==> src/rtl/spi_pkg.sv <==
// Shared types and helpers for the SPI master arbiter slice.
package spi_pkg;

  typedef enum logic [2:0] {
    ST_IDLE    = 3'd0,
    ST_SETUP   = 3'd1,
    ST_XFER    = 3'd2,
    ST_RELEASE = 3'd3,
    ST_GAP     = 3'd4
  } state_t;

  localparam logic [1:0] MODE0 = 2'b00;
  localparam logic [1:0] MODE1 = 2'b01;
  localparam logic [1:0] MODE2 = 2'b10;
  localparam logic [1:0] MODE3 = 2'b11;

  // Bits needed to hold values 0..n-1, never less than one.
  function automatic int unsigned cnt_w(input int unsigned n);
    return (n < 2) ? 1 : $clog2(n);
  endfunction

endpackage

==> src/rtl/spi_rr_arbiter.sv <==
// Combinational round-robin select: first set request at or after ptr, wrapping.
module spi_rr_arbiter #(
  parameter int unsigned N  = 4,
  parameter int unsigned IW = 2
) (
  input  logic [N-1:0]  req,
  input  logic [IW-1:0] ptr,
  output logic [N-1:0]  winner,
  output logic [IW-1:0] idx,
  output logic          any
);

  logic [IW-1:0] cand;

  // Scan from the pointer upward; the first requester found wins.
  always_comb begin
    winner = '0;
    idx    = '0;
    any    = 1'b0;
    cand   = '0;
    for (int unsigned i = 0; i < N; i++) begin
      cand = IW'((32'(ptr) + i) % N);
      if (!any && req[cand]) begin
        any          = 1'b1;
        idx          = cand;
        winner[cand] = 1'b1;
      end
    end
  end

endmodule

==> src/rtl/spi_master_arbiter.sv <==
// Shares one SPI master engine between NUM_REQ requesters, one frame at a time.
module spi_master_arbiter
  import spi_pkg::*;
#(
  parameter int unsigned NUM_REQ      = 4,
  parameter int unsigned DATA_WIDTH   = 8,
  parameter int unsigned SETUP_CYCLES = 2,
  parameter int unsigned GAP_CYCLES   = 3,
  parameter int unsigned TIMEOUT      = 1024
) (
  input  logic                          Clk,
  input  logic                          Rst_n,
  input  logic [NUM_REQ-1:0]            Req,
  input  logic [2*NUM_REQ-1:0]          ReqMode,
  input  logic [NUM_REQ*DATA_WIDTH-1:0] ReqTxData,
  output logic [NUM_REQ-1:0]            Grant,
  output logic [NUM_REQ-1:0]            RspValid,
  output logic [DATA_WIDTH-1:0]         RspData,
  output logic                          RspErr,
  output logic                          MStart,
  output logic [1:0]                    MMode,
  output logic [DATA_WIDTH-1:0]         MTxData,
  input  logic                          MDone,
  input  logic [DATA_WIDTH-1:0]         MRxData,
  output logic [NUM_REQ-1:0]            SSn
);

  localparam int unsigned IW = cnt_w(NUM_REQ);
  localparam int unsigned CW = cnt_w(TIMEOUT + SETUP_CYCLES + GAP_CYCLES);

  state_t        state, state_nxt;
  logic [CW-1:0] cnt, cnt_nxt;
  logic [IW-1:0] rr_ptr, owner;

  logic [NUM_REQ-1:0] win_onehot;
  logic [IW-1:0]      win_idx;
  logic               win_any;

  logic grab, fire, finish, timed_out;

  logic [1:0]            mode_arr [NUM_REQ];
  logic [DATA_WIDTH-1:0] tx_arr   [NUM_REQ];

  spi_rr_arbiter #(
    .N  (NUM_REQ),
    .IW (IW)
  ) u_rr (
    .req    (Req),
    .ptr    (rr_ptr),
    .winner (win_onehot),
    .idx    (win_idx),
    .any    (win_any)
  );

  // Unpack per-requester mode and transmit slices for indexed selection.
  always_comb begin
    for (int unsigned i = 0; i < NUM_REQ; i++) begin
      mode_arr[i] = ReqMode[2*i +: 2];
      tx_arr[i]   = ReqTxData[DATA_WIDTH*i +: DATA_WIDTH];
    end
  end

  // Next-state logic; one shared counter times setup, transfer and gap phases.
  // A counter at TIMEOUT-1 in XFER is the expiry cycle; MDone there still wins.
  always_comb begin
    state_nxt = state;
    cnt_nxt   = '0;
    grab      = 1'b0;
    fire      = 1'b0;
    finish    = 1'b0;
    timed_out = 1'b0;
    unique case (state)
      ST_IDLE: begin
        if (win_any) begin
          grab      = 1'b1;
          state_nxt = ST_SETUP;
        end
      end
      ST_SETUP: begin
        if (cnt == CW'(SETUP_CYCLES - 1)) begin
          fire      = 1'b1;
          state_nxt = ST_XFER;
        end else begin
          cnt_nxt = cnt + CW'(1);
        end
      end
      ST_XFER: begin
        if (MDone) begin
          finish    = 1'b1;
          state_nxt = ST_RELEASE;
        end else if (cnt == CW'(TIMEOUT - 1)) begin
          finish    = 1'b1;
          timed_out = 1'b1;
          state_nxt = ST_RELEASE;
        end else begin
          cnt_nxt = cnt + CW'(1);
        end
      end
      ST_RELEASE: state_nxt = ST_GAP;
      ST_GAP: begin
        if (cnt == CW'(GAP_CYCLES - 1)) begin
          state_nxt = ST_IDLE;
        end else begin
          cnt_nxt = cnt + CW'(1);
        end
      end
      default: state_nxt = ST_IDLE;
    endcase
  end

  // State register and registered outputs.
  always_ff @(posedge Clk) begin
    if (!Rst_n) begin
      state    <= ST_IDLE;
      cnt      <= '0;
      Grant    <= '0;
      owner    <= '0;
      rr_ptr   <= '0;
      RspValid <= '0;
      RspErr   <= 1'b0;
      RspData  <= '0;
      MStart   <= 1'b0;
      MMode    <= '0;
      MTxData  <= '0;
      SSn      <= '1;
    end else begin
      state    <= state_nxt;
      cnt      <= cnt_nxt;
      MStart   <= fire;
      RspValid <= '0;
      if (grab) begin
        Grant   <= win_onehot;
        owner   <= win_idx;
        MMode   <= mode_arr[win_idx];
        MTxData <= tx_arr[win_idx];
        SSn     <= ~win_onehot;
      end
      if (finish) begin
        SSn      <= '1;
        Grant    <= '0;
        RspValid <= Grant;
        RspErr   <= timed_out;
        RspData  <= timed_out ? '0 : MRxData;
        rr_ptr   <= (owner == IW'(NUM_REQ - 1)) ? '0 : owner + IW'(1);
      end
    end
  end

endmodule

==> config.mk <==
export PLATFORM = sky130hd
export DESIGN_NAME = spi_master_arbiter
export DESIGN_NICKNAME = d
export VERILOG_FILES = /design/src/rtl/spi_pkg.sv /design/src/rtl/spi_rr_arbiter.sv /design/src/rtl/spi_master_arbiter.sv
export SDC_FILE = /design/constraint.sdc
export NUM_CORES = 1
export LEC_CHECK = 0
export ABC_AREA = 1
export CORE_UTILIZATION = 45
export DETAILED_ROUTE_END_ITERATION = 6
export GPL_TIMING_DRIVEN = 0
export PLACE_DENSITY = 0.74
export SLEW_MARGIN = 20
export SYNTH_ARGS = -nofsm -noshare
export SYNTH_HDL_FRONTEND = slang
export SYNTH_SLANG_ARGS = --single-unit
==> constraint.sdc <==
create_clock -name Clk -period 4.3 [get_ports Clk]
set_input_delay 0.86 -clock Clk [delete_from_list [all_inputs] [get_ports Clk]]
set_output_delay 0.86 -clock Clk [all_outputs]
set_load 0.01 [all_outputs]
Yosys cells after proc, flatten, opt, wreduce, memory -nomap -nowiden:

Cells that the tools add are included.

* bitwise operators: 6
* shift operators: 0
* divide/modulo/power cells: 0
* order comparisons: 9
* reduce and logical (&&, ||, !) cells: 15
* $add $sub $neg: 5
* multiply operators: 0
* equality and inequality tests: 12
* multiplexer cells: 55

Operators by type and width (number)
* $mux 11: 4
* $pmux 11 s3: 1
* $mux 8: 3
* $mux 1: 20
* $bmux 8 s2: 1
* $mux 4: 4
* $mux 3: 5
* $pmux 3 s5: 1
* $mux 2: 7
* $lt 2x3->1 const B: 4
* $or 4x4->4: 3
* $add 11x1->11 const B: 1
* $eq 11x1->1 const B: 1
* $eq 11x10->1 const B: 1
* $eq 11x2->1 const B: 1
* $bmux 1 s2: 4
* $demux 1 s2: 4
* $ge 2x1->1 const B: 4
* $logic_and 1x1->1: 7
* $eq 3x2->1 const B: 2
* $add 2x1->2 const B: 2
* $add 2x2->2 const B: 2
* $bmux 2 s2: 1
* $ne 2x2->1 const B: 2
* other kinds (14): 17

* register bits after elaboration: 50
* ROM bits: 0
* memories kept: 0
* bits of input ports: 55
* bits in latches: 0
* output and inout bits: 32
* word-level logic and storage cells: 114
* memory bits (writable): 0

Longest topological paths before layout:

* word-level depth: 16
* mapped depth: 16
* gate-level depth less buffers: 15

Cells and area by module:

From an unflattened synthesis, not the netlist that was laid out.

* cell total of the unflattened synthesis: 380
* area, all modules: 2698.8 um^2

Modules (own cells, without submodules)
* spi_master_arbiter: cells an instance 306, area an instance 2258.4 um^2, times used 1
* spi_rr_arbiter: cells an instance 74, area an instance 440.4 um^2, times used 1

Least setup slack after synthesis:

Ideal clock, no wire load.

* kind: register to register
* start point: reg rr_ptr[0]
* end point: reg MTxData[1]
* stages on the path, launching flop included: 17
* path slack: 2.137 ns
* library setup time: 0.128 ns
* data arrival time: 2.035 ns
* buffers on the path: 2
* clock period less this slack: 2.163 ns
* required time: 4.172 ns
* path through: dfxtp_1 > buf_6 > inv_6 > ha_1 > inv_1 > nand3_1 > nand2_4 > nor2_4 > nor2_2 > nand2_4 > nand2_4 > inv_2 > buf_4 > nor2_1 > nor2_1 > nor2_1 > nor2_1

* word-level cells in the longest chain between the ends: 16
* elaborated cells on any way between the ends: 31
* those cells by class: add/sub (3); mux (21); bitwise (1); reduce/logical (6)

Ends and longest elaborated chain
* from (decl): RTL line spi_master_arbiter.sv:33 `logic [IW-1:0] rr_ptr, owner;`
* from (signal assigned): RTL line spi_master_arbiter.sv:144 `rr_ptr <= (owner == IW'(NUM_REQ - 1)) ? '0 : owner + IW'(1);`
* parallel branches: the longest is 16 deep, another holds $add 2x1->2
* to (signal assigned): RTL line spi_master_arbiter.sv:135 `MTxData <= tx_arr[win_idx];`
* to (decl): RTL line spi_master_arbiter.sv:22 `output logic [DATA_WIDTH-1:0] MTxData,`

Parallel ways; which one is timed is not known. The select of a mux whose other input is x is not followed.
A chain may end at the register's enable or synchronous reset.

Final worst setup path:

* start point: in Req[3]
* end point: reg MTxData[1]

* word-level cells in the longest chain between the ends: 16
* elaborated cells on any way between the ends: 28
* those cells by class: mux (21); bitwise (1); reduce/logical (6)

Ends and longest elaborated chain
* from (decl): RTL line spi_master_arbiter.sv:13 `input logic [NUM_REQ-1:0] Req,`
* $bmux 1 s2: RTL line spi_rr_arbiter.sv:23 `if (!any && req[cand]) begin`
* $mux 1 (implied by the code): RTL line spi_rr_arbiter.sv:23
* $mux 1: RTL line spi_rr_arbiter.sv:23
* $logic_not 1->1: RTL line spi_rr_arbiter.sv:23
* $logic_and 1x1->1: RTL line spi_rr_arbiter.sv:23
* $mux 1: RTL line spi_rr_arbiter.sv:23
* $logic_not 1->1: RTL line spi_rr_arbiter.sv:23
* $logic_and 1x1->1: RTL line spi_rr_arbiter.sv:23
* $mux 1: RTL line spi_rr_arbiter.sv:23
* $logic_not 1->1: RTL line spi_rr_arbiter.sv:23
* $logic_and 1x1->1: RTL line spi_rr_arbiter.sv:23
* $mux 2: RTL line spi_rr_arbiter.sv:23
* $not 2->3 (implied by the code): RTL line spi_master_arbiter.sv:135
* $bmux 8 s2: RTL line spi_master_arbiter.sv:135
* $mux 8 (implied by the code) (2 in series): RTL line spi_master_arbiter.sv:135

Several ways; a longest one is shown, not always the timed one. The select of a mux whose other input is x is not followed.

==> metrics.log <==
INFO  metric setup.reg_to_reg.worst_slack = between 1.5 and 2 ns
INFO  metric fillerInstances = 573
INFO  metric total_leakage_power = about 1.8 nW
INFO  metric synth_seq_area_share = around a third
INFO  metric final-max-slew-violation-count = 0
INFO  metric fin_nets = roughly 590
INFO  metric cts_num_sinks = 50
INFO  metric tns = 0 ns
INFO  metric placedCellCount = between 500 and 600
INFO  metric post-route-util = a little under two thirds
INFO  metric track_usage = approximately a fifth
INFO  metric finalHoldViolCount = 0
INFO  metric synth.avg_cell_area = ~6.8 um^2
INFO  metric power-per-cell-area = about 520 nW/um^2
INFO  metric post_synth_inst_count = about 430
INFO  metric finalWeightedCongestion = ~0.85
INFO  metric clock_skew = ~0.006 ns
INFO  metric grt_start_max_net_pins = 18
INFO  metric timing.critical_path.fanout_max = 10
INFO  metric worst_path_most_repeated_cell = nor2_1
INFO  metric synth_seq_cells = 50
INFO  metric numCtsBuffers = 5
INFO  metric worstPathCellList = clkdlybuf4s50_1 > inv_1 > nand2_1 > nand3_2 > nand2_4 > nor2_4 > nor2_2 > nand2_4 > nand2_4 > inv_2 > buf_4 > nor2_1 > nor2_1 > nor2_1 > nor2_1
INFO  metric postCtsHoldBufs = 0
INFO  metric use_met3 = 3.85%
INFO  metric fp.dieArea = approximately 6800 um^2
INFO  metric initial_core_utilization = between 40% and 50%
INFO  metric gr-usage-met2 = a little under two fifths
INFO  metric worst_ep_arrival_time = ~2.7 ns
INFO  metric cts_tree = built
INFO  metric finalSetupViolCount = 0
INFO  metric clock_insertion_delay_worst_skew = 0.30 ns
INFO  metric regArea = around 1000 um^2
INFO  metric clock_path_buffers = 2
INFO  metric overall_die_width = slightly above 80 um
INFO  metric finalNonFillerCells = 600
INFO  metric number_of_antenna_violations_at_the_first_check_in_global_routing = 0
INFO  metric ant_nets = 0
INFO  metric cts_root_buffer = clkbuf_8
INFO  metric floorplan.rows = 29
INFO  metric critical_path_rt = approximately 4.5 ns
INFO  metric clock_transition_time_at_the_flip_flop_clock_pins_of_the_worst_setup_and_hold_paths = around 0.10 ns
INFO  metric cap_violations = 0
INFO  metric finalCriticalPeriod = between 2 and 3 ns
INFO  metric first_global_vias = around 2700
INFO  metric min_path_type = reg -> reg
INFO  metric outcome = finished, final reports clean
INFO  metric relative_area_change_from_synthesis_to_final_layout = 36.6%
INFO  metric multi_input_area = around 1700 um^2
INFO  metric warnings_synthesis = 0
INFO  metric core_area = 6310 um^2
INFO  metric synth_cell_type_count = 36
INFO  metric postcts_resize_cnt = 0
INFO  metric grt_overflow_total = 0
INFO  metric wire_per_inst = roughly 12 um
INFO  metric busiest_layer_in_global_routing = met2
INFO  metric layout_commonest_cell = nand2_1
INFO  metric final.setup.worst_slack = 1.76 ns
INFO  metric post_drt_via_cell_ratio = between 4 and 5
INFO  metric syn_nets = 496
INFO  metric htree_levels = 2
INFO  metric share_of_final_layout_standard_cells_stronger_than_drive_strength_1 = 11.3%
INFO  metric critical_path_class = in -> reg
INFO  metric drt_pre_antenna_iters = 4
INFO  metric drc = 0
INFO  metric pin_count = 87
INFO  metric worst_path_slowest_cell = clkdlybuf4s50_1
INFO  metric antenna-diode-count = 0
INFO  metric die-height = about 83 um
INFO  metric grt_met1_usage = about a quarter
INFO  metric cp_capture_type = flop
INFO  metric cts_setup_buffers = 0
INFO  metric slew_headroom = around 62%
INFO  metric place_ws = between 1 and 1.5 ns
INFO  metric critical_path.max_stage_delay = 0.52 ns
INFO  metric max_clock_freq = about 0.39 GHz
INFO  metric post-route-period-util = around three fifths
INFO  metric peakVddDrop = around 0.28 mV
INFO  metric numPortBuffers = 86
INFO  metric critPathLaunchType = input pin
INFO  metric rsz_0062_raised_after_global_routing = no
INFO  metric grt_first_pass_wirelength = 11200 um
INFO  metric num_vias = roughly 3000
INFO  metric post_synth_instance_area = just under 3000 um^2
INFO  metric worst_slew_pin_slew = between 0.5 and 0.6 ns
INFO  metric finalWirelength = between 7000 and 8000 um
INFO  metric detailed_place_hpwl = 5490 um
INFO  metric drt_first_iter_violations = 84
INFO  metric most-common-layout-cells = nand2_1 (118), clkdlybuf4s50_1 (86), nor2_1 (58)
[Yosys cell counts (all sizes together)]
library cell    n  area share (%)
o21ai           7             1.2
xnor2           1            0.30
a31o            1            0.30
clkinv          1            0.13
nand2         129              18
dfxtp          50              34
clkbuf          1            0.13
nand3b          4             1.0
xor2            5             1.5
inv            51             6.7
o31ai           1            0.43
nor2           65             9.6
nor3            7             1.4
o21a            1            0.26
a21oi          18             3.6
a21boi          2            0.51
buf             9             2.2
nand3          53              10
o221ai          1            0.30
a31oi           1            0.43
ha             12             5.1
nor4            1            0.21
nand4           8             1.9
[cell type report]
| class | instances | area share, % |
|---|---|---|
| multi-input combinational | 317 | 41.5 |
| sequential | 50 | 25.0 |
| timing repair buffer | 86 | 21.5 |
| inverter | 52 | 4.99 |
| tap | 77 | 2.40 |
| clock buffer | 5 | 1.72 |
| buffer | 10 | 1.72 |
| clock inverter | 3 | 1.22 |
[state kept, by name (all words and copies together) (netlist names), 3 cells and up]
signal	flops
Grant	4
MTxData	8
RspData	8
RspValid	4
SSn	4
cnt	11
state	3
[power breakdown]
group,internal (mW),switching [mW],total [mW]
clock,0.177,0.168,0.346
combinational,0.460,0.649,1.11
sequential,0.567,0.0698,0.637
[path summary, 6_finish.rpt]
kind / startpoint / to / cells past startpoint
setup / recovery: Req[3] / MTxData[1] / 15
hold reg to reg: Grant[3] / RspValid[3] / 2
setup reg to reg: rr_ptr[1] / MTxData[1] / 15
hold / removal: Grant[3] / RspValid[3] / 2
[layer usage]
layer / wire length, um / up-vias / part of all wire, %
li1: - / 1543 / -
met4: 102 / 0 / 1.4
met2: 3460 / 78 / 47
met1: 3190 / 1306 / 44
met3: 566 / 12 / 7.7
met5: 0 / - / 0
[worst max-delay path: cells and delay by family]
kind | cells | cell delay (ns)
buffers and inverters | 4 | 0.78
and+or+nand+nor | 11 | 1.07
[cells by family after synthesis]
| logic type | count (synthesis) | synth area share [%] |
|---|---|---|
| buffers and inverters | 62 | 9.17 |
| adders and majority gates | 12 | 5.12 |
| and+or+nand+nor | 267 | 42.8 |
| DFF | 50 | 34.1 |
| xor gates and xnor gates | 6 | 1.79 |
| AOI/OAI and AO/OA | 32 | 6.99 |
[metrics by stage]
step	hold slack [ns]	cell area, um^2	power (mW)
after floorplan	0.444	2930	1.37
after global placement	0.435	3890	1.74
after detailed placement	0.442	3890	1.75
after CTS	0.458	4010	2.11
after global routing	0.480	4010	2.27
final	0.450	4010	2.09
Note: power is estimated with default switching activity, not from simulation.
